===== config.mk =====
export PLATFORM = sky130hd
export DESIGN_NAME = hazard_ctrl
export DESIGN_NICKNAME = d
export VERILOG_FILES = /design/src/rtl/hazard_ctrl.sv
export SDC_FILE = /design/constraint.sdc
export NUM_CORES = 1
export LEC_CHECK = 0
export BUFFER_PORTS_ARGS = -buffer_cell sky130_fd_sc_hd__buf_4
export CAP_MARGIN = 25
export CORE_AREA = 2 2 39 41
export DETAILED_ROUTE_END_ITERATION = 6
export DIE_AREA = 0 0 41 43
export PLACE_DENSITY = 0.76
export SYNTH_ARGS = -nofsm -noshare
export SYNTH_HDL_FRONTEND = slang
export SYNTH_SLANG_ARGS = --single-unit

===== constraint.sdc =====
create_clock -name clk -period 5.82 [get_ports clk]
set_input_delay 0.582 -clock clk [delete_from_list [all_inputs] [get_ports clk]]
set_output_delay 0.582 -clock clk [all_outputs]
set_load 0.01 [all_outputs]

===== src/rtl/hazard_ctrl.sv =====
// hazard_ctrl: stall/flush control for the 5-stage RISC-V pipeline (load-use, branch squash, memory freeze with timeout).
// Optional build macro HAZARD_CTRL_PERF_EN adds registered stall/flush/timeout event counters.
module hazard_ctrl #(
    parameter int MEM_TIMEOUT = 16
) (
    input  logic        clk,
    input  logic        rst,
    input  logic [4:0]  id_rs1,
    input  logic [4:0]  id_rs2,
    input  logic        id_rs1_used,
    input  logic        id_rs2_used,
    input  logic [4:0]  ex_wR,
    input  logic        ex_rf_we,
    input  logic        ex_is_load,
    input  logic        ex_branch_taken,
    input  logic        mem_req,
    input  logic        mem_ready,
    output logic        pc_stall,
    output logic        if_id_stall,
    output logic        id_ex_stall,
    output logic        ex_mem_stall,
    output logic        if_id_flush,
    output logic        id_ex_flush,
    output logic        mem_wb_flush,
    output logic        mem_err
`ifdef HAZARD_CTRL_PERF_EN
    ,
    output logic [31:0] stall_cycles,
    output logic [31:0] flush_events,
    output logic [31:0] tmo_events
`endif
);

    localparam int CW = $clog2(MEM_TIMEOUT + 1);
    localparam logic [CW-1:0] LAST_CNT = CW'(MEM_TIMEOUT - 1);
    localparam logic [CW-1:0] CNT_ZERO = {CW{1'b0}};
    localparam logic [CW-1:0] CNT_ONE  = {{(CW-1){1'b0}}, 1'b1};

    typedef enum logic [0:0] {
        ST_RUN     = 1'b0,
        ST_MEMWAIT = 1'b1
    } state_t;

    state_t        state_q, state_d;
    logic [CW-1:0] wait_cnt_q, wait_cnt_d;

    logic freeze_s;
    logic tmo_s;
    logic lu_s;
    logic rs1_hit_s;
    logic rs2_hit_s;
    logic flush_s;
    logic ld_stall_s;

    // State and wait-counter registers
    always_ff @(posedge clk or posedge rst) begin
        if (rst) begin
            state_q    <= ST_RUN;
            wait_cnt_q <= CNT_ZERO;
        end else begin
            state_q    <= state_d;
            wait_cnt_q <= wait_cnt_d;
        end
    end

    // Hazard condition decode: freeze, timeout, load-use
    always_comb begin
        tmo_s = (state_q == ST_MEMWAIT) & ~mem_ready & (wait_cnt_q == LAST_CNT);
        case (state_q)
            ST_RUN:     freeze_s = mem_req & ~mem_ready;
            ST_MEMWAIT: freeze_s = ~mem_ready & ~tmo_s;
            default:    freeze_s = 1'b0;
        endcase
        rs1_hit_s  = id_rs1_used & (id_rs1 == ex_wR);
        rs2_hit_s  = id_rs2_used & (id_rs2 == ex_wR);
        lu_s       = ex_is_load & ex_rf_we & (ex_wR != 5'd0) & (rs1_hit_s | rs2_hit_s);
        // A taken branch squashes the dependent ID instruction, so it outranks load-use
        flush_s    = ex_branch_taken & ~freeze_s;
        ld_stall_s = lu_s & ~freeze_s & ~tmo_s & ~ex_branch_taken;
    end

    // Next-state and wait-counter update
    always_comb begin
        state_d    = state_q;
        wait_cnt_d = wait_cnt_q;
        case (state_q)
            ST_RUN: begin
                if (mem_req & ~mem_ready) begin
                    state_d = ST_MEMWAIT;
                end else begin
                    state_d = ST_RUN;
                end
                wait_cnt_d = CNT_ZERO;
            end
            ST_MEMWAIT: begin
                if (mem_ready | tmo_s) begin
                    state_d    = ST_RUN;
                    wait_cnt_d = CNT_ZERO;
                end else begin
                    state_d    = ST_MEMWAIT;
                    wait_cnt_d = wait_cnt_q + CNT_ONE;
                end
            end
            default: begin
                state_d    = ST_RUN;
                wait_cnt_d = CNT_ZERO;
            end
        endcase
    end

    // Output decode; reset forces every control to its inactive value
    always_comb begin
        pc_stall     = ~rst & (freeze_s | ld_stall_s);
        if_id_stall  = ~rst & (freeze_s | ld_stall_s);
        id_ex_stall  = ~rst & freeze_s;
        ex_mem_stall = ~rst & freeze_s;
        if_id_flush  = ~rst & flush_s;
        id_ex_flush  = ~rst & (flush_s | ld_stall_s);
        mem_wb_flush = ~rst & (freeze_s | tmo_s);
        mem_err      = ~rst & tmo_s;
    end

`ifdef HAZARD_CTRL_PERF_EN
    logic [31:0] stall_cycles_q, stall_cycles_d;
    logic [31:0] flush_events_q, flush_events_d;
    logic [31:0] tmo_events_q, tmo_events_d;

    // Event counter next values, wrapping modulo 2^32
    always_comb begin
        stall_cycles_d = stall_cycles_q + {31'd0, pc_stall};
        flush_events_d = flush_events_q + {31'd0, if_id_flush};
        tmo_events_d   = tmo_events_q + {31'd0, mem_err};
    end

    // Event counter registers
    always_ff @(posedge clk or posedge rst) begin
        if (rst) begin
            stall_cycles_q <= 32'd0;
            flush_events_q <= 32'd0;
            tmo_events_q   <= 32'd0;
        end else begin
            stall_cycles_q <= stall_cycles_d;
            flush_events_q <= flush_events_d;
            tmo_events_q   <= tmo_events_d;
        end
    end

    assign stall_cycles = stall_cycles_q;
    assign flush_events = flush_events_q;
    assign tmo_events   = tmo_events_q;
`endif

endmodule


==> results by group <==
Setup path
  • Type of the worst setup path: reg -> out
  • Worst Setup SP: wait_cnt_q[0]$_DFF_PP0_
  • Critical Path Source Type: flop
  • R2R setup slack: 4.34 ns
  • Crit path DAT: 2.07 ns
  • Worst Path Required: 5.24 ns
  • Critical Path End: if_id_stall
  • Reg2reg end: state_q$_DFF_PP0_
  • CP Max Fanout: 3
  • RR Startpoint: wait_cnt_q[0]$_DFF_PP0_
  • Worst R2R Path Depth: 5
  • CP endpoint kind: output pin

STA
  • Clk_skew: 0.004214 ns
  • Min Tclk post-route: 2.654 ns
  • Finish-stage setup viols: 0
  • RSZ-0062 raised after global routing: false
  • Worst-Margin Slew: 0.2540 ns
  • Final Max Slew Viols: 0
  • Fmax: 376.8 MHz
  • Final period util: 45.60%
  • Post-route setup slack: 3.166 ns
  • Final setup TNS: 0 ns
  • Worst rel slew slack: 82.91%
  • Fin. Hold Viols: 0

Yosys
  • Synth warn: 0
  • Register area share after synthesis: 31.01%
  • Most common cell in the netlist: xor2_1
  • Combinational family with the most area after synthesis: simple AND/OR/NAND/NOR gates
  • Yosys cell types: 23
  • Compound-gate portion of the synthesized area: 12.40%
  • Share of the synthesized area in the top cell type: 31.01%
  • Synth Area in Simple Gates: 25.06%
  • Post-synthesis mux area share: 0%
  • Syn Nets: 78
  • List of most frequent post-synthesis cells: 9 x xor2_1, 7 x nor2_1, 6 x dfrtp_1
  • Synth area leaders: dfrtp_1 31%, xor2_1 16%, nor2_1 5.4%
  • Post-Syn Area per Cell: 9.312 µm²
  • Ys async rst share: 100.0%
  • Prevailing post-synth register cell: dfrtp_1
  • Post-synthesis adder-cell area fraction: 5.168%
  • #FFs+latches synth: 6
  • Post-synth EDFFs: 0
  • Post-synth top area cell: dfrtp_1
  • Cell count after synthesis: 52
  • Mapped Area: 484.2 µm²
  • Synth Area in XOR/XNOR: 21.71%

Global routing
  • GR Overflow Total: 0
  • Vias in the first global route: 451
  • Global-route wire length before repair: 1.600 mm
  • Largest net degree at the start of global routing: 8
  • Initial antenna violation count: 0
  • Gr usage total: 13.56%

Floorplanning
  • Site Rows: 14
  • Die Span Y: 43 µm
  • Die area: 1763 µm²
  • Core Area: 1384 µm²
  • Initial Utilization: 34.99%
  • Die width: 41 µm
  • IO Count: 32

Clock tree
  • Clock Latency Late Sink: 0.24 ns
  • CTS tree: built
  • CTS Buf Count: 3
  • Post CTS Setup Buffer Count: 0
  • Max Root-Sink Buffers: 2
  • H-tree levels: 1
  • Root Buffer: clkbuf_4
  • Post-CTS sizing: 0
  • Clock Pin Slew Worst Setup and Hold Paths: 0.05 ns
  • Clock net sink count: 6
  • Hold Buf Count CTS: 0

Detailed routing
  • Routed length per placed instance: 11.41 µm
  • Routed WL: 1.141 mm
  • Drc violations: 0
  • DRT Pass-1 Iters: 4
  • Antenna-violating nets left: 0
  • Via/cell ratio: 4.830
  • Number of DRC markers in iteration 0: 1
  • Routed vias: 483

Power
  • Clk pwr share: 32.3%
  • Worst VDD drop: 0.1044 mV
  • Final Power: 0.0001165 W
  • Switching Share: 25.61%
  • Internal: 0.00008667 W
  • NetSw: 0.00002983 W
  • Power Density: 156.5 nW/µm²
  • Gate power share: 29.9%
  • Lkg Pwr: 0.3674 nW
  • Flop pwr share: 37.8%

Hold path
  • Hold Crit Class: in -> async

Cells and area
  • Ant diodes: 0
  • Layout Nets: 112
  • Synth-to-Final Area Change: 53.75%
  • Final Cell Area: 744.5 µm²
  • Filler cell count: 132
  • Layout cell share with drive strength beyond 1: 45.24%

Placement
  • Number of I/O port buffers: 31
  • Placed Area: 721.9 µm²
  • Final HPWL DP: 986.5 µm
  • Pre-CTS worst setup slack: 3.398 ns
  • Final Wtd Congestion: 0.7124

Job
  • Maxcap violations: 0

Run status
  • Status: finished, final reports clean
worst min path at each step:
stage / startpoint / endpoint / slack [ns]
CTS: rst / state_q$_DFF_PP0_ / 0.30
global placement: wait_cnt_q[0]$_DFF_PP0_ / wait_cnt_q[0]$_DFF_PP0_ / 0.44
global route: rst / wait_cnt_q[2]$_DFF_PP0_ / 0.32
floorplan: rst / state_q$_DFF_PP0_ / 0.38
detailed placement: wait_cnt_q[0]$_DFF_PP0_ / wait_cnt_q[0]$_DFF_PP0_ / 0.45
finish: rst / state_q$_DFF_PP0_ / 0.29
cell families after synthesis:
logic type | count (synthesis)
XOR/XNOR | 12
AND/OR/NAND/NOR | 22
AO/OA/AOI/OAI | 6
flip-flops | 6
adder cells (fa/ha/maj) | 2
buffers and inverters | 4
metrics by stage:
stage	utilization [%]	hold slack, ns	cells
2_1_floorplan	-	0.3812	52
3_3_place_gp	52.17	0.4430	97
3_5_place_dp	52.17	0.4533	97
4_1_cts	53.80	0.2965	100
5_1_grt	53.80	0.3239	100
6_report	53.80	0.2916	100
metal layers:
metal | up-vias | track usage [%] | wire, µm
met5 | - | 0 | 0
li1 | 241 | - | -
met2 | 23 | 27.50 | 616
met4 | 0 | 8.000 | 13
met1 | 217 | 8.251 | 356
met3 | 2 | 4.712 | 154
flip-flops by register name, indices dropped and copies added (netlist names):
name	cells
state_q	1
wait_cnt_q	5
power by group through the flow:
stage / registers (W) / logic [W] / clock network [W]
after global routing: 0.0000441 / 0.0000379 / 0.0000409
after CTS: 0.0000440 / 0.0000355 / 0.0000394
after floorplan: 0.0000444 / 0.0000154 / 0
after detailed placement: 0.0000447 / 0.0000354 / 0
after global placement: 0.0000447 / 0.0000348 / 0
final: 0.0000440 / 0.0000349 / 0.0000376
layout make-up:
type / instances / area [µm²] / share of cell area, %
well taps: 16 / 20.02 / 2.689
flip-flops and latches: 6 / 150.1 / 20.17
inverters: 2 / 7.507 / 1.008
clock buffers: 3 / 22.52 / 3.025
repair buffers: 31 / 232.7 / 31.26
multi-input cells: 42 / 311.5 / 41.85
layout by cell type, fill, tap and decap left out:
cell,Yosys,final
clkbuf_4,0,3
xor2_1,9,9
or4_4,1,1
buf_4,2,31
ha_1,2,2
nor3_1,2,2
nand2b_1,1,1
or2b_1,1,1
and2_4,1,1
inv_1,2,2
nor2_1,7,7
a21oi_4,1,1
a32oi_1,1,1
o21bai_2,1,1
nor3b_1,1,1
o2111ai_1,1,1
nand3_1,1,1
nor4_1,2,2
xnor2_1,3,3
and2_0,1,1
o21bai_1,2,2
dfrtp_1,6,6
and3_1,2,2
nand2_1,2,2
worst max-delay path, stage by stage (launching register included):
cell      delay, ns
dfrtp_1        0.39
ha_1           0.23
and3_1         0.19
ha_1           0.20
or2b_1         0.26
a21oi_4        0.15
and2_4         0.16
o21bai_1       0.12
buf_4          0.15
Power figures use the tool's default switching activity.
